$ cat src/rtl/wb_arbiter.sv
// Round-robin Wishbone classic arbiter: NM masters onto one router port, grant held for the owner's CYC.
// Latency: one cycle from CYC rise to grant; the slave path is combinational while owned.
// Backpressure: masters that are not granted see no ACK/ERR; the watchdog errors out stalled strobes.
module wb_arbiter #(
    parameter int NM      = 2,
    parameter int AW      = 32,
    parameter int DW      = 32,
    parameter int SW      = DW / 8,
    parameter int TIMEOUT = 255
) (
    input  logic             i_clk,
    input  logic             i_reset,
    input  logic [NM-1:0]    i_mcyc,
    input  logic [NM-1:0]    i_mstb,
    input  logic [NM-1:0]    i_mwe,
    input  logic [NM*AW-1:0] i_maddr,
    input  logic [NM*DW-1:0] i_mdata,
    input  logic [NM*SW-1:0] i_msel,
    output logic [NM-1:0]    o_mack,
    output logic [DW-1:0]    o_mdata,
    output logic [NM-1:0]    o_merr,
    output logic             o_scyc,
    output logic             o_sstb,
    output logic             o_swe,
    output logic [AW-1:0]    o_saddr,
    output logic [DW-1:0]    o_sdata,
    output logic [SW-1:0]    o_ssel,
    input  logic             i_sack,
    input  logic [DW-1:0]    i_sdata,
    input  logic             i_serr,
    output logic [NM-1:0]    o_grant
);

    localparam int GW  = (NM > 1) ? $clog2(NM) : 1;
    localparam int WDW = (TIMEOUT > 0) ? $clog2(TIMEOUT + 1) : 1;

    typedef enum logic {IDLE, OWNED} state_t;

    state_t          state_q, state_d;
    logic [GW-1:0]   g_q, g_d;
    logic [GW-1:0]   p_q, p_d;
    logic [WDW-1:0]  wd_q, wd_d;

    logic [NM-1:0]   req_hi;
    logic [GW-1:0]   pick_lo, pick_hi, pick;
    logic            pick_lo_vld, pick_hi_vld;

    logic            owned;
    logic            cyc_g, stb_g, we_g;
    logic [AW-1:0]   addr_g;
    logic [DW-1:0]   data_g;
    logic [SW-1:0]   sel_g;
    logic            wd_fire;

    assign owned   = (state_q == OWNED);
    assign o_mdata = i_sdata;

    // Requests at or above the pointer win; otherwise wrap to the lowest requester.
    always_comb begin
        req_hi      = i_mcyc & ~((NM'(1) << p_q) - NM'(1));
        pick_lo     = '0;
        pick_hi     = '0;
        pick_lo_vld = 1'b0;
        pick_hi_vld = 1'b0;
        for (int i = NM - 1; i >= 0; i--) begin
            if (i_mcyc[i]) begin
                pick_lo     = GW'(i);
                pick_lo_vld = 1'b1;
            end
            if (req_hi[i]) begin
                pick_hi     = GW'(i);
                pick_hi_vld = 1'b1;
            end
        end
        pick = pick_hi_vld ? pick_hi : pick_lo;
    end

    always_comb begin
        cyc_g  = 1'b0;
        stb_g  = 1'b0;
        we_g   = 1'b0;
        addr_g = '0;
        data_g = '0;
        sel_g  = '0;
        for (int i = 0; i < NM; i++) begin
            if (g_q == GW'(i)) begin
                cyc_g  = i_mcyc[i];
                stb_g  = i_mstb[i];
                we_g   = i_mwe[i];
                addr_g = i_maddr[i*AW +: AW];
                data_g = i_mdata[i*DW +: DW];
                sel_g  = i_msel[i*SW +: SW];
            end
        end
    end

    always_comb begin
        state_d = state_q;
        g_d     = g_q;
        p_d     = p_q;
        case (state_q)
            IDLE: begin
                if (pick_lo_vld) begin
                    g_d     = pick;
                    state_d = OWNED;
                end
            end
            OWNED: begin
                if (!cyc_g) begin
                    state_d = IDLE;
                    p_d     = (g_q == GW'(NM - 1)) ? '0 : g_q + GW'(1);
                end
            end
            default: state_d = IDLE;
        endcase
    end

    // A slave response always beats the timeout in the same cycle.
    always_comb begin
        wd_fire = (TIMEOUT > 0) && owned && stb_g && (wd_q == WDW'(TIMEOUT))
                  && !i_sack && !i_serr;
        wd_d = wd_q;
        if (!owned || !stb_g || i_sack || i_serr || wd_fire) begin
            wd_d = '0;
        end else if (wd_q != WDW'(TIMEOUT)) begin
            wd_d = wd_q + WDW'(1);
        end
    end

    always_comb begin
        o_scyc  = 1'b0;
        o_sstb  = 1'b0;
        o_swe   = 1'b0;
        o_saddr = '0;
        o_sdata = '0;
        o_ssel  = '0;
        o_grant = '0;
        o_mack  = '0;
        o_merr  = '0;
        if (owned) begin
            o_scyc  = cyc_g;
            o_sstb  = stb_g;
            o_swe   = we_g;
            o_saddr = addr_g;
            o_sdata = data_g;
            o_ssel  = sel_g;
            for (int i = 0; i < NM; i++) begin
                if (g_q == GW'(i)) begin
                    o_grant[i] = 1'b1;
                    o_mack[i]  = i_sack;
                    o_merr[i]  = i_serr | wd_fire;
                end
            end
        end
    end

    always_ff @(posedge i_clk) begin
        if (i_reset) begin
            state_q <= IDLE;
            g_q     <= '0;
            p_q     <= '0;
            wd_q    <= '0;
        end else begin
            state_q <= state_d;
            g_q     <= g_d;
            p_q     <= p_d;
            wd_q    <= wd_d;
        end
    end

endmodule

$ cat config.mk
export PLATFORM = sky130hd
export DESIGN_NAME = wb_arbiter
export DESIGN_NICKNAME = d
export VERILOG_FILES = /design/src/rtl/wb_arbiter.sv
export SDC_FILE = /design/constraint.sdc
export NUM_CORES = 1
export LEC_CHECK = 0
export BUFFER_PORTS_ARGS = -buffer_cell sky130_fd_sc_hd__buf_4
export CORE_AREA = 2 2 110 112
export DETAILED_ROUTE_END_ITERATION = 7
export DIE_AREA = 0 0 112 114
export GPL_TIMING_DRIVEN = 0
export SLEW_MARGIN = 10
export SYNTH_ARGS = -nofsm -noshare
export SYNTH_HDL_FRONTEND = slang
export SYNTH_SLANG_ARGS = --single-unit
export TNS_END_PERCENT = 5
$ cat constraint.sdc
create_clock -name i_clk -period 2.6 [get_ports i_clk]
set_input_delay 0.52 -clock i_clk [delete_from_list [all_inputs] [get_ports i_clk]]
set_output_delay 0.52 -clock i_clk [all_outputs]
set_load 0.005 [all_outputs]
* Yosys cells after proc, flatten, opt, wreduce, memory -nomap -nowiden *
Index checks and enable logic that the tools add are counted.

cells by class
  add/subtract/negate cells = 3
  equal/unequal tests = 2
  shift operators = 1
  muxes and demuxes = 32
  bitwise logic cells = 5
  reduce and logical (&&, ||, !) cells = 15

operator list
  operator               number
  $mux W32               4
  $mux W1                22
  $add A8 B1 Y8 const B  1
  $eq A8 B8 Y1 const B   1
  $mux W4                2
  $ne A8 B8 Y1 const B   1
  $mux W2                3
  $logic_and A1 B1 Y1    4
  $logic_not A1 Y1       4
  $logic_or A1 B1 Y1     4
  $reduce_and A2 Y1      2
  $and A2 B2 Y2          1
  $not A1 Y1             2
  $not A2 Y2             1
  $pmux W1 S2            1
  $reduce_or A2 Y1       1
  $shl A1 B1 Y2 const A  1
  $sub A2 B1 Y2 const B  1
  $add A1 B1 Y1 const B  1
  $or A1 B1 Y1           1

word-level totals
  register bits after elaboration = 11
  bits of input ports = 178
  output and inout bits = 109
  word-level logic and storage cells = 62

* Logic depth before layout (Yosys ltp) *
Gate-level depths: netlist of the first run.

  word-level depth = 8
  depth in mapped cells = 6
  gate-level depth less buffers = 4

* Worst setup path after synthesis of the first run *
Ideal clock, no wire load.

  path type = in2out
  from = input port i_mstb[1]
  to = output port o_merr[0]
  arrival time = 1.345 ns
  required time = 2.080 ns
  setup slack = 0.735 ns
  cell stages on the path = 4
  path buffers = 1
  cell sequence = mux2i_1 -> or3_1 -> buf_4 -> o41ai_2

on the way
  cells in the longest elaborated chain, start to end = 8

RTL lines
  item                               line  source
  from (decl)                        14    input logic [NM-1:0] i_mstb,
  $mux W1                            86    if (g_q == GW'(i)) begin
  $logic_and A1 B1 Y1 (2 in series)  120   wd_fire = (TIMEOUT > 0) && owned && stb_g && (wd_q == WDW'(TIMEOUT))
  $logic_and A1 B1 Y1 (2 in series)  121   && !i_sack && !i_serr;
  $or A1 B1 Y1                       151   o_merr[i] = i_serr | wd_fire;
  $mux W1                            148   if (g_q == GW'(i)) begin
  $mux W2                            140   if (owned) begin
  to (decl)                          21    output logic [NM-1:0] o_merr,

No other way between the ends.

* Worst setup path in the final report of the first run *
  from = register g_q
  to = output port o_saddr[29]

on the way
  cells in the longest elaborated chain, start to end = 2

RTL lines
  item                    line  source
  from (decl)             40    logic [GW-1:0] g_q, g_d;
  from (signal assigned)  165   g_q <= g_d;
  $mux W32                86
  $mux W32                140
  to (decl)               25    output logic [AW-1:0] o_saddr,

No other way between the ends.

==> results.ini, run 1 <==
[outcome]
status=finished, final reports clean

[cells_and_area]
area_delta_synth_final_pct=114
final_area_um2=4080
layout_common_cells=buf_4, nor2_1, mux2i_1
diodes=0
mostFrequentLayoutCell=buf_4
nNetsFinal=694
drive_gt1_frac=0.599

[timing]
rsz0062_at_grt=false
setup_tns_ns=0
hold_violations=0
worst_pin_slew_ns=0.516
fmaxAchievable_mhz=412
setup_viol=0
slew_violations=0
slew_headroom=0.656
period_share=0.933
fin_worst_skew_ns=0.00214
period_minus_slack_ns=2.43
hold_slack_ns=0.468

[setup_path]
cp_slowest_cell=clkbuf_4
ff2ff_setup_slack_ns=1.07
crit_required_ns=2.08
start_kind=flop
cp-end-kind=primary output
path_class=flop to primary output
crit_fanout=10
r2r_cells=4
reg2reg_to=wd_q[5]
cp.arrival_ns=1.91
path_cells=buf_4, buf_2, clkbuf_4, mux2i_1, nor2_1, buf_4
startpoint=g_q
crit_path_frequent_cell=buf_4
r2r-start=owned
crit_end=o_saddr[29]
slowest_delay_ns=0.36

[die]
dieArea_um2=12800
rows=40
core_um2=11700
dieHeight_um=114
dieWidth_um=112
io_pins=287
start_util=0.162

[logic_synthesis]
synth_seq_cells=11
synth_cell_types=36
synth_seq_area_share=0.116
post_synth_inst_count=256
syn_avg_cell_area_um2=7.42
yosys_warnings=0
synthFlopType=dfxtp_1
synth_fp_nets=435
synth_edf_count=0
async_flop_share=0
syn_area_um2=1900

[run]
cap_violations=0

[min_path]
hp-class=primary input to flop

[clocking]
h-tree-depth=1
clock_latency_ns=0.24
clk_path_buf_depth=2
cts_hold_buffers=0
root_buffer=clkbuf_16
cts_setup_buffers=0
clkTransAtPathRegs_ns=0.04
post_cts_resized=0
cts_buffers=3
cts.sinks=11
cts_tree=built

[pwr]
power_density_nw_per_um2=266
switchingPower_mw=0.322
power_frac_comb=0.575
p_leak_nw=2.02
pwr-share-seq=0.165
ir_drop_mv=0.416
clockPowerShare=0.260
swShare=0.297
intPower_mw=0.763

[global_routing]
antenna_found_initial=0
gr-total-overflow=0
grt_start_max_net_pins=11
grt_use_total=0.126
first_global_vias=2537
grt_pass1_wl_mm=13.0

[detailed_routing]
wl_per_cell_um=13.6
dr_total_vias=2674
drc_errors=0
drtPass1Iterations=4
drt-total-wl_mm=9.02
viasPerCell=4.05
drtAntennaViolNets=0
drtIter0Drc=137

[place]
portBuffers=254
post_dp_cell_area_um2=3990
globalplace.congestion=0.784
dp_hpwl_mm=7.85

[worst min-delay path by stage]
stage,startpoint,end,slack [ns],depth (start not counted)
global route,i_reset,owned,0.47,2
detailed placement,p_q,p_q,0.50,2
global placement,p_q,p_q,0.47,2
floorplan,p_q,p_q,0.46,2
finish,i_reset,g_q,0.47,2
CTS,i_reset,g_q,0.46,2
[state kept, by name, summed over array words and instances (netlist names)]
signal	count
g_q	1
p_q	1
wd_q	8
owned	1
[area by class of cell]
type                    instances  area [um2]
fillers                      1245        7640
repair buffers                254        1910
multi-input cells             190        1340
plain buffers                  51         333
flip-flops and latches         11         220
well taps                     147         184
clock buffers                   3        75.1
inverters                       4        15.0
clock inverters                 1        5.00
[power by group through the flow]
stage | sequential [mW] | combinational (mW) | clock [mW]
after floorplan | 0.180 | 0.251 | 0
after global placement | 0.181 | 0.624 | 0
after detailed placement | 0.182 | 0.631 | 0
after CTS | 0.179 | 0.634 | 0.287
after global routing | 0.179 | 0.677 | 0.298
final | 0.179 | 0.624 | 0.282
[worst max-delay path: cells and delay by family, from the launching register on]
| kind | cells | cell delay [ns] |
|---|---|---|
| buffers and inverters | 4 | 0.96 |
| DFF | 1 | 0.30 |
| muxes | 1 | 0.32 |
| and+or+nand+nor | 1 | 0.08 |
[cell usage after synthesis (2+ instances only)]
cell / number / area (um2)
buf_2: 8 / 40.0
mux2i_1: 71 / 711
nand4_1: 2 / 12.5
nand3_1: 3 / 15.0
nand2_1: 4 / 15.0
a21oi_1: 3 / 15.0
clkbuf_1: 9 / 33.8
or3_1: 2 / 12.5
nor4_1: 4 / 25.0
dfxtp_1: 11 / 220
o21bai_1: 3 / 22.5
inv_1: 3 / 11.3
nor2_1: 73 / 274
and4_1: 2 / 17.5
o21ai_0: 3 / 15.0
nor2b_1: 2 / 12.5
buf_4: 34 / 255
[cells by family (layout without fill, tap and decap cells)]
family / after synthesis / in the layout / synth area share
and+or+nand+nor: 100 / 100 / 0.240
muxes: 71 / 71 / 0.374
buffers and inverters: 55 / 313 / 0.181
AOI/OAI and AO/OA: 16 / 16 / 0.0737
DFF: 11 / 11 / 0.116
xor gates and xnor gates: 2 / 2 / 0.00922
adders and majority gates: 1 / 1 / 0.00658
[metal layers]
metal | GRT usage | part of all wire | vias up
met5 | 0 | 0 | -
met4 | 0.0195 | 0.015 | 0
met3 | 0.0202 | 0.072 | 12
met2 | 0.236 | 0.52 | 148
met1 | 0.154 | 0.39 | 1153
li1 | - | - | 1361
[per-stage QoR]
step | utilization | cells | total power, mW | setup slack (ns)
5_1_grt | 0.348 | 661 | 1.15 | 0.0148
3_3_place_gp | 0.341 | 657 | 0.805 | 0.339
4_1_cts | 0.348 | 661 | 1.10 | 0.0454
3_5_place_dp | 0.341 | 657 | 0.813 | 0.309
6_report | 0.348 | 661 | 1.08 | 0.175
2_1_floorplan | - | 256 | 0.431 | 0.735
(Power assumes the default switching activity.)
==> inputs of run 2 (changes only) <==
Settings changed: CELL_PAD_IN_SITES_DETAIL_PLACEMENT from default to 0, CELL_PAD_IN_SITES_GLOBAL_PLACEMENT from default to 1, CORE_AREA 2 2 110 112 to 2 2 113 115, DIE_AREA 0 0 112 114 to 0 0 115 117, PLACE_DENSITY_LB_ADDON from default to 0.1.
==> run 2 against run 1 <==
- critical path depth is 1 lower
- register-to-register slack about the same
- first-iteration DRC count fell by 45%
- wire length is 1.8% higher
- power fell by 0.90%
- worst setup slack improved by 0.028 ns
- critical path type unchanged
- highest routed layer unchanged
==> results.ini, run 2 (synthesis results as in run 1) <==
[die]
start_util=0.154  ; -0.00792
rows=41  ; +2.5%
dieArea_um2=13500  ; +5.4%
core_um2=12300  ; +5.1%
io_pins=287  ; unchanged
dieWidth_um=115  ; +2.7%
dieHeight_um=117  ; +2.6%

[min_path]
holdPathStages=2  ; unchanged
hold_start=i_reset
hp-class=primary input to flop

[setup_path]
r2r_cells=4  ; unchanged
slowest_delay_ns=0.39  ; +0.03 ns
path_class=flop to primary output
r2r-start=wd_q[0]
cp-end-kind=primary output
cp_slowest_cell=dfxtp_1
crit_required_ns=2.08  ; about the same
startpoint=wd_q[0]
path_cells=ha_1, nand4_1, or2_2, o31ai_1, buf_4
start_kind=flop
crit_fanout=6  ; -4
cp.arrival_ns=1.88  ; -0.03 ns

[cells_and_area]
final_cells=664  ; +0.45%
mostFrequentLayoutCell=buf_4
drive_gt1_frac=0.595  ; -0.00389
final_core_util=0.331  ; -0.0171
layout_common_cells=buf_4, nor2_1, mux2i_1
area_delta_synth_final_pct=114  ; about the same
nNetsFinal=694  ; unchanged
regMostFlops=wd_q
largest_register_ffs=8  ; unchanged
diodes=0  ; unchanged

[timing]
hold_violations=0  ; unchanged
fmaxAchievable_mhz=417  ; +1.2%
slew_headroom=0.652  ; -0.00371
setup_tns_ns=0  ; unchanged
setup_viol=0  ; unchanged
period_minus_slack_ns=2.40  ; -0.0283 ns
rsz0062_at_grt=false
fin_worst_skew_ns=0.00236  ; +0.000216 ns
period_share=0.922  ; -0.0109
hold_slack_ns=0.469  ; +0.00102 ns
slew_violations=0  ; unchanged
worst_pin_slew_ns=0.521  ; +0.00557 ns

[global_routing]
antenna_found_initial=0  ; unchanged
gr-total-overflow=0  ; unchanged
grt_pass1_wl_mm=12.7  ; -2.5%
first_global_vias=2489  ; -1.9%
grt_use_total=0.118  ; -0.00776
grt_start_max_net_pins=11  ; unchanged

[clocking]
cts_buffers=3  ; unchanged
root_buffer=clkbuf_16
cts.sinks=11  ; unchanged
cts_setup_buffers=0  ; unchanged
cts_hold_buffers=0  ; unchanged
clkTransAtPathRegs_ns=0.04  ; about the same
clock_latency_ns=0.24  ; about the same
h-tree-depth=1  ; unchanged
post_cts_resized=0  ; unchanged
clk_path_buf_depth=2  ; unchanged
cts_tree=built

[detailed_routing]
wl_met3_um=773  ; +19%
viasPerCell=4.04  ; -0.19%
met1Wirelength_mm=3.14  ; -11%
drtAntennaViolNets=0  ; unchanged
drtPass1Iterations=4  ; unchanged
drc_errors=0  ; unchanged
dr_total_vias=2681  ; +0.26%
drtIter0Drc=75  ; -45%
drt-total-wl_mm=9.18  ; +1.8%
route.met2.wl_mm=5.23  ; +11%
wl_per_cell_um=13.8  ; +1.3%
top_layer=met4

[outcome]
status=finished, final reports clean

[pwr]
p_leak_nw=2.02  ; -0.26%
power_density_nw_per_um2=264  ; -0.87%
ir_drop_mv=0.271  ; -35%

[run]
cap_violations=0  ; unchanged

[place]
dp_hpwl_mm=7.98  ; +1.7%
globalplace.congestion=0.736  ; -6.1%
placed_cells=660  ; +0.46%
portBuffers=254  ; unchanged

-- run 2: worst paths after layout --
check / slack (ns) / endpoint
setup / recovery: 0.20 / o_merr[1]
hold / removal: 0.47 / p_q
setup reg to reg: 1.06 / wd_q[3]
hold reg to reg: 0.49 / p_q
-- run 2: stage by stage --
step	worst slack [ns]	instance area (um2)	power (mW)
after global placement	0.459	4000	0.799
after CTS	0.191	4070	1.09
after detailed placement	0.449	4000	0.803
after floorplan	0.735	1900	0.431
final	0.203	4070	1.07
after global routing	0.0211	4070	1.15
-- run 2: layer usage --
| layer | GRT usage | up-vias |
|---|---|---|
| met5 | 0 | - |
| met4 | 0.00482 | 0 |
| met3 | 0.0273 | 4 |
| met2 | 0.235 | 133 |
| met1 | 0.133 | 1183 |
| li1 | - | 1361 |
-- run 2: power by group --
group	leakage (nW)	internal (mW)	switching (mW)
Clock	0.0382	0.206	0.0792
Combinational	1.89	0.384	0.228
Sequential	0.0893	0.174	0.00390
Total	2.02	0.764	0.311
-- run 2: critical path: cells and delay by family, from the launching register on --
kind	cells	cell delay (ns)
AND/OR/NAND/NOR	2	0.53
flip-flops	1	0.39
adder cells (fa/ha/maj)	1	0.30
AO/OA/AOI/OAI	1	0.26
buffers and inverters	1	0.16
-- run 2: layout make-up --
type	instances	area [um2]
inverters	4	15.0
clock buffers	4	78.8
multi-input cells	190	1340
repair buffers	254	1910
flip-flops and latches	11	220
fillers	1351	8240
plain buffers	51	329
well taps	150	188
